File: src/rtl/spi_reg_bridge.sv
// spi_reg_bridge
//
// SPI slave (mode 0, MSB first) to multi-channel register bus bridge. The raw SPI pins are
// synchronised into the clk domain. A command byte selects read/write, channel and address,
// and one data word follows it.
//
// Frame: cmd[7] = R/nW (1 = read), then CH_W channel bits, then ADDR_W address bits. Any
// remaining low bits are ignored. The command is followed by a DATA_W-bit data word.
//
// Optional feature macro: SPI_BURST_EN
//   defined   : the frame keeps streaming words and reg_addr auto-increments
//               (mod 2^ADDR_W) after each word until CS rises.
//   undefined : one word per frame. Later SCK edges are ignored.
//
// Parameters:
//   ADDR_W      register address width per channel
//   DATA_W      register data width (8, 16 or 32)
//   CHANNELS    number of peripheral channels (1..8), 1 + CH_W + ADDR_W <= 8
//   SYNC_STAGES synchroniser depth on every SPI input (>= 2)
//
// Ports:
//   clk, rst        system clock, synchronous active-high reset
//   spi_cs_n        async chip select, active low
//   spi_clk         async SPI clock (mode 0)
//   spi_mosi        async serial data in
//   spi_miso        registered serial data out, 0 outside a read data phase
//   reg_addr        register address
//   reg_sel         one-hot channel select, zero when idle or the channel is invalid
//   reg_wdata       write data
//   reg_write       one-cycle write strobe
//   reg_read        one-cycle read strobe, reg_rdata captured on the following clock edge
//   reg_rdata       packed read data, channel k at [k*DATA_W +: DATA_W]
//   busy            high while a frame is being handled

module spi_reg_bridge #(
    parameter int unsigned ADDR_W      = 4,
    parameter int unsigned DATA_W      = 8,
    parameter int unsigned CHANNELS    = 2,
    parameter int unsigned SYNC_STAGES = 2
) (
    input  logic                         clk,
    input  logic                         rst,
    input  logic                         spi_cs_n,
    input  logic                         spi_clk,
    input  logic                         spi_mosi,
    output logic                         spi_miso,
    output logic [ADDR_W-1:0]            reg_addr,
    output logic [CHANNELS-1:0]          reg_sel,
    output logic [DATA_W-1:0]            reg_wdata,
    output logic                         reg_write,
    output logic                         reg_read,
    input  logic [CHANNELS*DATA_W-1:0]   reg_rdata,
    output logic                         busy
);

    localparam int unsigned CH_W    = (CHANNELS > 1) ? $clog2(CHANNELS) : 1;
    localparam int unsigned CMD_N   = 1 + CH_W + ADDR_W;
    localparam int unsigned CMD_PAD = 8 - CMD_N;

    // ------------------------------------------------------------------------------------
    // Input synchronisers and edge detection
    // ------------------------------------------------------------------------------------
    logic [SYNC_STAGES-1:0] cs_sync_q;
    logic [SYNC_STAGES-1:0] sck_sync_q;
    logic [SYNC_STAGES-1:0] mosi_sync_q;
    logic                   cs_prev_q;
    logic                   sck_prev_q;
    logic                   cs_fall_q;
    logic                   cs_rise_q;
    logic                   sck_rise_q;
    logic                   sck_fall_q;
    logic                   mosi_q;

    logic cs_s;
    logic sck_s;
    assign cs_s  = cs_sync_q[SYNC_STAGES-1];
    assign sck_s = sck_sync_q[SYNC_STAGES-1];

    // CS synchroniser resets to "selected" so that a CS already low at reset release never
    // looks like a fall; a genuine frame needs CS to rise and fall again.
    always_ff @(posedge clk) begin
        if (rst) begin
            cs_sync_q   <= '0;
            sck_sync_q  <= '0;
            mosi_sync_q <= '0;
            cs_prev_q   <= 1'b0;
            sck_prev_q  <= 1'b0;
            cs_fall_q   <= 1'b0;
            cs_rise_q   <= 1'b0;
            sck_rise_q  <= 1'b0;
            sck_fall_q  <= 1'b0;
            mosi_q      <= 1'b0;
        end else begin
            cs_sync_q   <= {cs_sync_q[SYNC_STAGES-2:0], spi_cs_n};
            sck_sync_q  <= {sck_sync_q[SYNC_STAGES-2:0], spi_clk};
            mosi_sync_q <= {mosi_sync_q[SYNC_STAGES-2:0], spi_mosi};
            cs_prev_q   <= cs_s;
            sck_prev_q  <= sck_s;
            cs_fall_q   <= cs_prev_q & ~cs_s;
            cs_rise_q   <= ~cs_prev_q & cs_s;
            sck_rise_q  <= ~sck_prev_q & sck_s;
            sck_fall_q  <= sck_prev_q & ~sck_s;
            // Delayed with the edge pulses so the sampled bit lines up with sck_rise_q.
            mosi_q      <= mosi_sync_q[SYNC_STAGES-1];
        end
    end

    // ------------------------------------------------------------------------------------
    // Command decode and read-data mux
    // ------------------------------------------------------------------------------------
    typedef enum logic [1:0] {StIdle, StCmd, StWdata, StRdata} state_e;

    state_e              state_q;
    logic [5:0]          bit_cnt_q;
    logic [DATA_W-1:0]   rx_sh_q;
    logic [DATA_W-1:0]   tx_sh_q;
    logic                word_done_q;
    logic [CH_W-1:0]     ch_q;
    logic                ch_valid_q;
`ifdef SPI_BURST_EN
    logic                addr_inc_q;
`endif

    logic [CMD_N-1:0]    cmd_top;
    logic                cmd_rnw;
    logic [CH_W-1:0]     cmd_ch;
    logic [ADDR_W-1:0]   cmd_addr;
    logic [CHANNELS-1:0] cmd_sel;
    logic                cmd_valid;
    logic [DATA_W-1:0]   rdata_sel;
    logic [DATA_W-1:0]   rx_word;

    // Full word including the bit arriving on the current rise.
    assign rx_word  = {rx_sh_q[DATA_W-2:0], mosi_q};
    // Drop the ignored low command bits.
    assign cmd_top  = CMD_N'(rx_word[7:0] >> CMD_PAD);
    assign cmd_rnw  = cmd_top[CMD_N-1];
    assign cmd_ch   = cmd_top[ADDR_W +: CH_W];
    assign cmd_addr = cmd_top[ADDR_W-1:0];

    always_comb begin
        cmd_sel   = '0;
        cmd_valid = 1'b0;
        rdata_sel = '0;
        // Channel indices >= CHANNELS never match, giving a zero select and invalid flag.
        for (int k = 0; k < int'(CHANNELS); k++) begin
            if (cmd_ch == CH_W'(k)) begin
                cmd_sel[k] = 1'b1;
                cmd_valid  = 1'b1;
            end
            if (ch_q == CH_W'(k)) begin
                rdata_sel = reg_rdata[k*DATA_W +: DATA_W];
            end
        end
    end

    // ------------------------------------------------------------------------------------
    // Frame state machine, all bus outputs registered here
    // ------------------------------------------------------------------------------------
    localparam logic [5:0] CMD_LAST  = 6'd7;
    localparam logic [5:0] DATA_LAST = 6'(DATA_W - 1);

    always_ff @(posedge clk) begin
        if (rst) begin
            state_q     <= StIdle;
            bit_cnt_q   <= '0;
            rx_sh_q     <= '0;
            tx_sh_q     <= '0;
            word_done_q <= 1'b0;
            ch_q        <= '0;
            ch_valid_q  <= 1'b0;
            reg_addr    <= '0;
            reg_sel     <= '0;
            reg_wdata   <= '0;
            reg_write   <= 1'b0;
            reg_read    <= 1'b0;
            spi_miso    <= 1'b0;
            busy        <= 1'b0;
`ifdef SPI_BURST_EN
            addr_inc_q  <= 1'b0;
`endif
        end else begin
            reg_write <= 1'b0;
            reg_read  <= 1'b0;
`ifdef SPI_BURST_EN
            // Write address advances after the strobe so the strobe sees the old address.
            addr_inc_q <= 1'b0;
            if (addr_inc_q) begin
                reg_addr <= reg_addr + ADDR_W'(1);
            end
`endif
            // Read data is captured the cycle after the read strobe.
            if (reg_read) begin
                tx_sh_q <= ch_valid_q ? rdata_sel : '0;
            end

            if ((state_q != StIdle) && cs_rise_q) begin
                // Abort: drop any partial word without a strobe.
                state_q     <= StIdle;
                bit_cnt_q   <= '0;
                word_done_q <= 1'b0;
                reg_sel     <= '0;
                spi_miso    <= 1'b0;
                busy        <= 1'b0;
            end else begin
                unique case (state_q)
                    StIdle: begin
                        if (cs_fall_q) begin
                            state_q     <= StCmd;
                            bit_cnt_q   <= '0;
                            word_done_q <= 1'b0;
                            busy        <= 1'b1;
                        end
                    end

                    StCmd: begin
                        if (sck_rise_q) begin
                            rx_sh_q <= rx_word;
                            if (bit_cnt_q == CMD_LAST) begin
                                bit_cnt_q  <= '0;
                                reg_addr   <= cmd_addr;
                                ch_q       <= cmd_ch;
                                ch_valid_q <= cmd_valid;
                                reg_sel    <= cmd_sel;
                                if (cmd_rnw) begin
                                    state_q  <= StRdata;
                                    reg_read <= 1'b1;
                                end else begin
                                    state_q <= StWdata;
                                end
                            end else begin
                                bit_cnt_q <= bit_cnt_q + 6'd1;
                            end
                        end
                    end

                    StWdata: begin
                        if (sck_rise_q && !word_done_q) begin
                            rx_sh_q <= rx_word;
                            if (bit_cnt_q == DATA_LAST) begin
                                bit_cnt_q <= '0;
                                reg_wdata <= rx_word;
                                reg_write <= ch_valid_q;
`ifdef SPI_BURST_EN
                                addr_inc_q <= 1'b1;
`else
                                word_done_q <= 1'b1;
`endif
                            end else begin
                                bit_cnt_q <= bit_cnt_q + 6'd1;
                            end
                        end
                    end

                    StRdata: begin
                        if (sck_fall_q && !word_done_q) begin
                            spi_miso <= tx_sh_q[DATA_W-1];
                            tx_sh_q  <= {tx_sh_q[DATA_W-2:0], 1'b0};
                        end
                        if (sck_rise_q && !word_done_q) begin
                            if (bit_cnt_q == DATA_LAST) begin
                                bit_cnt_q <= '0;
`ifdef SPI_BURST_EN
                                // Prefetch the next word so it is ready for the next fall.
                                reg_addr <= reg_addr + ADDR_W'(1);
                                reg_read <= 1'b1;
`else
                                word_done_q <= 1'b1;
`endif
                            end else begin
                                bit_cnt_q <= bit_cnt_q + 6'd1;
                            end
                        end
                    end

                    default: begin
                        state_q <= StIdle;
                    end
                endcase
            end
        end
    end

endmodule

File: config.mk
export PLATFORM = sky130hd
export DESIGN_NAME = spi_reg_bridge
export DESIGN_NICKNAME = d
export VERILOG_FILES = /design/src/rtl/spi_reg_bridge.sv
export SDC_FILE = /design/constraint.sdc
export NUM_CORES = 1
export LEC_CHECK = 0
export BUFFER_PORTS_ARGS = -buffer_cell sky130_fd_sc_hd__clkbuf_2
export CORE_MARGIN = 8
export CORE_UTILIZATION = 24
export DETAILED_ROUTE_END_ITERATION = 8
export GPL_ROUTABILITY_DRIVEN = 0
export SLEW_MARGIN = 10
export SYNTH_ARGS = -nofsm -noshare
export SYNTH_HDL_FRONTEND = slang
export SYNTH_SLANG_ARGS = --single-unit
export TNS_END_PERCENT = 50
File: constraint.sdc
create_clock -name clk -period 4.4 [get_ports clk]
set_clock_uncertainty 0.05 [all_clocks]
set_input_delay 0 -clock clk [delete_from_list [all_inputs] [get_ports clk]]
set_output_delay 0 -clock clk [all_outputs]
set_load 0.03 [all_outputs]
==> summary.txt, run 1 <==
Logic synthesis
  – Post-synth top area cell: dfxtp_1
  – Yosys top cell area share: 0.503
  – Register area share after synthesis: 0.503
  – Net count after synthesis: 259
  – Unique masters post-synth: 41
  – Synth top area cells: dfxtp_1, mux2i_1, nor2_1
  – Number of flops mapped to enable cells by yosys: 0
  – Gate Count Post-Synth: 237
  – Ys Warns: 0
  – Post-synthesis register bit count: 57
  – Dominant synthesized flop cell: dfxtp_1
  – Cell Area, Synth: 0.00227 mm2
  – Most common cell in the netlist: dfxtp_1
  – Synth cell count leaders: dfxtp_1, nor2_1, mux2i_1, nor2b_1, a21oi_1
  – FFs w/ async S/R, synth: 0
  – Avg Synthesized Cell Area: 9.58 um2

Drt
  – WL per Instance: 12.8 um
  – Residual DRC count: 0
  – DR vias/cell: 4.62
  – Total wire length: 5.04 mm
  – Drt first pass iters: 4
  – DRT antenna net count: 0
  – Iter 0 DRT Violations: 64
  – Via count: 1815

Timing
  – # setup viols final: 0
  – Setup TNS: 0 ns
  – Max_slew headroom: 0.465
  – Fin. max-slew vios: 0
  – Tightest Pin Transition: 0.803 ns
  – Hold Vio Cnt, Final: 0
  – Crit share post-route: 0.516
  – RSZ-0062 raised after global routing: false
  – Crit path time final: 2.27 ns
  – Fmax: 440 MHz

Critical path
  – Worst-path fanout max: 9
  – Reg-to-reg critical path endpoint: reg_wdata[0]
  – Kind of critical path: flip-flop to flip-flop
  – CP Launch Type: flip-flop
  – Crit path DAT: 2.42 ns
  – R2R Setup Slk: 2.13 ns
  – R2R depth: 5
  – WP data required: 4.55 ns
  – Worst Setup End Kind: flip-flop
  – RR Startpoint: bit_cnt_q[0]

Global route
  – Total gr overflow: 0
  – Largest net degree at the start of global routing: 43
  – Vias in the first global route: 1775
  – Gr usage total: 0.0836
  – Antenna violations before repair: 0
  – First-pass GRT wire length: 8.42 mm

Power and ir drop
  – Clock power frac: 0.479
  – Sw Share: 0.205
  – Leakage: 0.00117 uW
  – Seq pwr share: 0.494
  – Switch Pwr: 218 uW
  – Power Density: 380 mW/mm2
  – Combinational Power Share: 0.026
  – VDD IR max: 165 uV
  – P_int: 842 uW
  – Power Total: 1060 uW

Final layout
  – Final nets: 299
  – Area occupied by multi-input gates: 0.00104 mm2
  – Final core occ: 0.303
  – Synth-to-Final Area Change: 22.7%
  – Fill cell count: 990
  – Fraction of layout cells with a size suffix above 1: 0.220
  – Diode count: 0
  – Register area: 0.00114 mm2
  – Final instance area: 0.00279 mm2

Status
  – Outcome: finished clean

Floorplanning
  – Die span in y: 113 um
  – Row Count: 35
  – CORE AREA: 0.00920 mm2
  – Number of top-level pins: 39
  – Die area: 0.0128 mm2
  – Initial Utilization: 0.247
  – Die span in x: 113 um

Worst hold path
  – Worst-case hold path end point: tx_sh_q[0]
  – Worst Hold Class: input port to flip-flop
  – Hold depth: 4
  – Hold Startpoint: reg_rdata[0]

CTS
  – CTS resizes: 0
  – H-tree levels: 3
  – TritonCTS Buffers: 9
  – Clk_lat worst skew: 0.34 ns
  – CTS Sinks: 57
  – Maximum buffer depth of the clock tree: 2
  – TritonCTS clock tree: built
  – Root Driver: clkbuf_8
  – Worst-path clk slew: 0.06 ns

Run
  – MaxCap Viol Count: 0

Placed design
  – Post-DP HPWL: 3.46 mm
  – Placed cell areas: 0.00255 mm2
  – IO buf count: 38
-- repair_timing --
| action | in CTS | in global routing |
|---|---|---|
| hold buffers | 3 | 0 |
| setup buffers | 0 | 0 |
| endpoints found under the hold margin | 3 | 0 |
-- cell usage in the layout (no fill, tap or decap), drive strengths merged, types with 2 or more instances in the layout --
| cell | count |
|---|---|
| nor2 | 34 |
| nand2 | 7 |
| or3 | 3 |
| o221a | 7 |
| dlygate4sd3 | 3 |
| nor2b | 15 |
| inv | 11 |
| or4 | 2 |
| or2 | 2 |
| dfxtp | 57 |
| mux2i | 27 |
| clkbuf | 52 |
| nand3 | 2 |
| nor3 | 11 |
| nor3b | 3 |
| nand4b | 3 |
| a21oi | 12 |
| o21ai | 9 |
-- final cells by class --
type	count	share of cell area
sequential	57	0.410
multi-input combinational	157	0.372
inverter	11	0.0148
clock buffer	14	0.0620
timing repair buffer	41	0.0791
clock inverter	2	0.0126
tap	111	0.0499
-- per-stage QoR --
step / hold WS (ns) / std cells / setup slack [ns]
after floorplan: 0.0291 / 237 / 2.78
after global placement: 0.162 / 374 / 2.28
after detailed placement: 0.165 / 374 / 2.18
after CTS: 0.0284 / 393 / 2.15
after global routing: 0.0687 / 393 / 1.83
final: 0.0342 / 393 / 2.13
-- power groups by stage --
| stage | sequential [uW] | clock [uW] | combinational (uW) |
|---|---|---|---|
| final | 524 | 508 | 28.0 |
| after global routing | 524 | 548 | 32.1 |
| after CTS | 523 | 523 | 28.9 |
| after detailed placement | 535 | 0 | 26.7 |
| after global placement | 535 | 0 | 26.6 |
| after floorplan | 534 | 0 | 15.0 |
-- critical path: stages (launching register included) --
cell,delay [ns]
dfxtp_1,0.37
ha_1,0.23
nor4bb_1,0.47
nand4_1,0.60
mux2i_1,0.35
nor2_1,0.05
-- layer usage --
layer	up-vias	wire (um)	track usage
met4	0	74	0.0506
met3	7	209	0.0293
li1	908	-	-
met1	860	2270	0.0929
met2	40	2490	0.135
met5	-	0	0
-- how the worst max path moves through the flow --
stage / startpoint / endpoint / slack, ns / depth (start not counted)
2_1_floorplan: sck_rise_q / reg_sel[1] / 2.78 / 5
3_3_place_gp: bit_cnt_q[0] / reg_wdata[6] / 2.28 / 5
3_5_place_dp: bit_cnt_q[0] / reg_wdata[5] / 2.18 / 5
4_1_cts: bit_cnt_q[0] / reg_wdata[1] / 2.15 / 5
5_1_grt: bit_cnt_q[0] / reg_wdata[0] / 1.83 / 5
6_report: bit_cnt_q[0] / reg_wdata[0] / 2.13 / 5
-- sequential cells by signal, summed over array words and instances, names as in the netlist, 2 cells and up --
signal,flops
bit_cnt_q,6
cs_sync_q,2
mosi_sync_q,2
reg_addr,4
reg_sel,2
reg_wdata,8
rx_sh_q,7
sck_sync_q,2
state_q,2
tx_sh_q,8
-- cell families after synthesis --
| logic type | after synthesis | synth area share |
|---|---|---|
| fa+ha+maj | 1 | 0.00551 |
| mux | 27 | 0.119 |
| compound gates | 35 | 0.106 |
| flops | 57 | 0.503 |
| simple gates | 93 | 0.222 |
| buf+inv | 23 | 0.0408 |
| xor+xnor | 1 | 0.00386 |
(Power assumes the default switching activity.)
==> inputs of run 2 (changes only) <==
==> constraint.sdc (replaced) <==
create_clock -name clk -period 2.19 [get_ports clk]
set_clock_uncertainty 0.05 [all_clocks]
set_input_delay 0 -clock clk [delete_from_list [all_inputs] [get_ports clk]]
set_output_delay 0 -clock clk [all_outputs]
set_load 0.03 [all_outputs]
==> run 2 against run 1 <==
  * Combinational power rose by 110%
  * Largest power group unchanged
  * Largest cell class unchanged
  * Routed wire length down 1.5%
  * Critical endpoint is now reg_wdata[1]
  * Power increased by 92%
  * Sequential power is 100% higher
==> summary.txt, run 2 (same netlist as run 1, synthesis figures left out) <==
Critical path
  – CP max stage delay: 0.50 ns (-0.10 ns)
  – RR Startpoint: bit_cnt_q[0]
  – Worst-path fanout max: 9 (unchanged)
  – Buffers and inverters on the worst path: 1 (+1)
  – Worst Setup SP: bit_cnt_q[0]
  – CP Launch Type: flip-flop
  – WP data required: 2.35 ns (-2.20 ns)
  – Kind of critical path: flip-flop to flip-flop
  – Crit path max-delay family: simple AND/OR/NAND/NOR gates
  – Crit path DAT: 2.11 ns (-0.31 ns)
  – Worst Setup End Kind: flip-flop
  – CP cell instances: ha_1 -> nor4bb_1 -> nand4_1 -> buf_4 -> mux2i_1 -> nor2_1
  – Slowest CP cell: nor4bb_1

CTS
  – CTS Sinks: 57 (unchanged)
  – CTS resizes: 0 (unchanged)
  – TritonCTS Buffers: 9 (unchanged)
  – H-tree levels: 3 (unchanged)
  – Maximum buffer depth of the clock tree: 2 (unchanged)
  – Root Driver: clkbuf_8
  – Hold_buf cts: 4 (+1)
  – Post-CTS Setup Inserts: 0 (unchanged)
  – TritonCTS clock tree: built
  – Clk_lat worst skew: 0.33 ns (about the same)
  – Worst-path clk slew: 0.07 ns (about the same)

Final layout
  – Synth-to-Final Area Change: 23.5%
  – Most common cell after layout, fill and taps aside: dfxtp_1
  – Final instance area: 0.00280 mm2 (+0.63%)
  – Fill cell count: 974 (-1.6%)
  – Diode count: 0 (unchanged)
  – Final core occ: 0.305 (+0.00190)
  – Largest regs: reg_wdata (8), tx_sh_q (8), rx_sh_q (7)
  – Fraction of layout cells with a size suffix above 1: 0.231 (+0.0109)
  – Final nets: 303 (+1.3%)
  – Highest-count cells in the layout ignoring fill and taps: dfxtp_1, clkbuf_2, nor2_1

Placed design
  – Post-DP HPWL: 3.54 mm (+2.6%)
  – Worst slack, placed: 0.296 ns (-1.88 ns)
  – IO buf count: 38 (unchanged)
  – Placed cell areas: 0.00257 mm2 (+0.88%)

Power and ir drop
  – VDD IR max: 286 uV (+73%)
  – Leakage: 0.00119 uW (+1.1%)
  – Power Density: 726 mW/mm2 (+91%)
  – Power Total: 2030 uW (+92%)

Timing
  – Crit path time final: 1.95 ns (-0.318 ns)
  – Max_slew headroom: 0.614 (+0.150)
  – # setup viols final: 0 (unchanged)
  – Tightest Pin Transition: 0.576 ns (-0.227 ns)
  – Fmax: 512 MHz (+16%)
  – Crit share post-route: 0.892 (+0.376)
  – Post-route setup slack: 0.236 ns (-1.89 ns)
  – Fin. max-slew vios: 0 (unchanged)
  – Hold Vio Cnt, Final: 0 (unchanged)
  – Setup TNS: 0 ns (unchanged)
  – RSZ-0062 raised after global routing: false

Global route
  – Total gr overflow: 0 (unchanged)
  – Vias in the first global route: 1718 (-3.2%)
  – Largest net degree at the start of global routing: 41 (-4.7%)
  – Antenna violations before repair: 0 (unchanged)
  – Gr usage total: 0.0823 (-0.00131)
  – First-pass GRT wire length: 8.31 mm (-1.2%)

Floorplanning
  – Die span in x: 113 um (unchanged)
  – Number of top-level pins: 39 (unchanged)
  – Die area: 0.0128 mm2 (unchanged)
  – CORE AREA: 0.00920 mm2 (unchanged)
  – Die span in y: 113 um (unchanged)
  – Initial Utilization: 0.247 (unchanged)
  – Row Count: 35 (unchanged)

Drt
  – Drt first pass iters: 4 (unchanged)
  – WL met2: 2.36 mm (-5.3%)
  – Met3 wire length: 206 um (-1.4%)
  – Total wire length: 4.97 mm (-1.5%)
  – Uppermost routed layer: met4
  – Wl on met1: 2.29 mm (+1.0%)
  – Via count: 1781 (-1.9%)
  – DR vias/cell: 4.49 (-2.9%)
  – DRT antenna net count: 0 (unchanged)
  – WL per Instance: 12.5 um (-2.5%)
  – Residual DRC count: 0 (unchanged)
  – Iter 0 DRT Violations: 136 (+110%)

Status
  – Outcome: finished clean

Worst hold path
  – Worst Hold Class: input port to flip-flop
  – Hold Startpoint: reg_rdata[0]

Run
  – MaxCap Viol Count: 0 (unchanged)
[run 2: changes by cell type in the layout (fill, tap and decap cells not counted), sizes merged]
cell         change
bufinv           -1
clkinv           +1
dlygate4sd3      +1
buf              +3
[run 2: stage by stage]
stage,cells,hold WS [ns]
after floorplan,237,0.0291
after global placement,377,0.165
after detailed placement,377,0.167
after CTS,397,0.0183
after global routing,397,0.0214
final,397,0.0310
[run 2: final cells by class]
class,instances,area [um2],area share
sequential,57,1140,0.407
clock buffer,14,183,0.0652
tap,111,139,0.0496
inverter,11,41.3,0.0147
timing repair buffer,45,253,0.0902
multi-input combinational,157,1040,0.370
clock inverter,2,10.0,0.00357
[run 2: power breakdown]
part	switching, uW	leakage (uW)	internal, uW
registers	5.87	0.000461	1050
clock network	392	0.000102	531
logic	29.2	0.000623	30.4
total	427	0.00119	1610
[run 2: path summary, 6_finish.rpt]
path                  endpoint  slack (ns)  cells after the start
setup / recovery  reg_wdata[1]        0.24                      6
hold / removal      tx_sh_q[0]        0.03                      4
hold reg to reg     sck_rise_q        0.35                      1
setup reg to reg  reg_wdata[1]        0.24                      6
[run 2: worst reg2reg max path, stage by stage, from the launching register on]
cell      delay [ns]
dfxtp_1         0.38
ha_1            0.24
nor4bb_1        0.50
nand4_1         0.21
buf_4           0.23
mux2i_1         0.17
nor2_1          0.05
[run 2: per-layer routing]
| layer | vias to the layer above | track usage |
|---|---|---|
| met1 | 810 | 0.0924 |
| li1 | 919 | - |
| met2 | 40 | 0.129 |
| met5 | - | 0 |
| met4 | 0 | 0.0524 |
| met3 | 12 | 0.0309 |
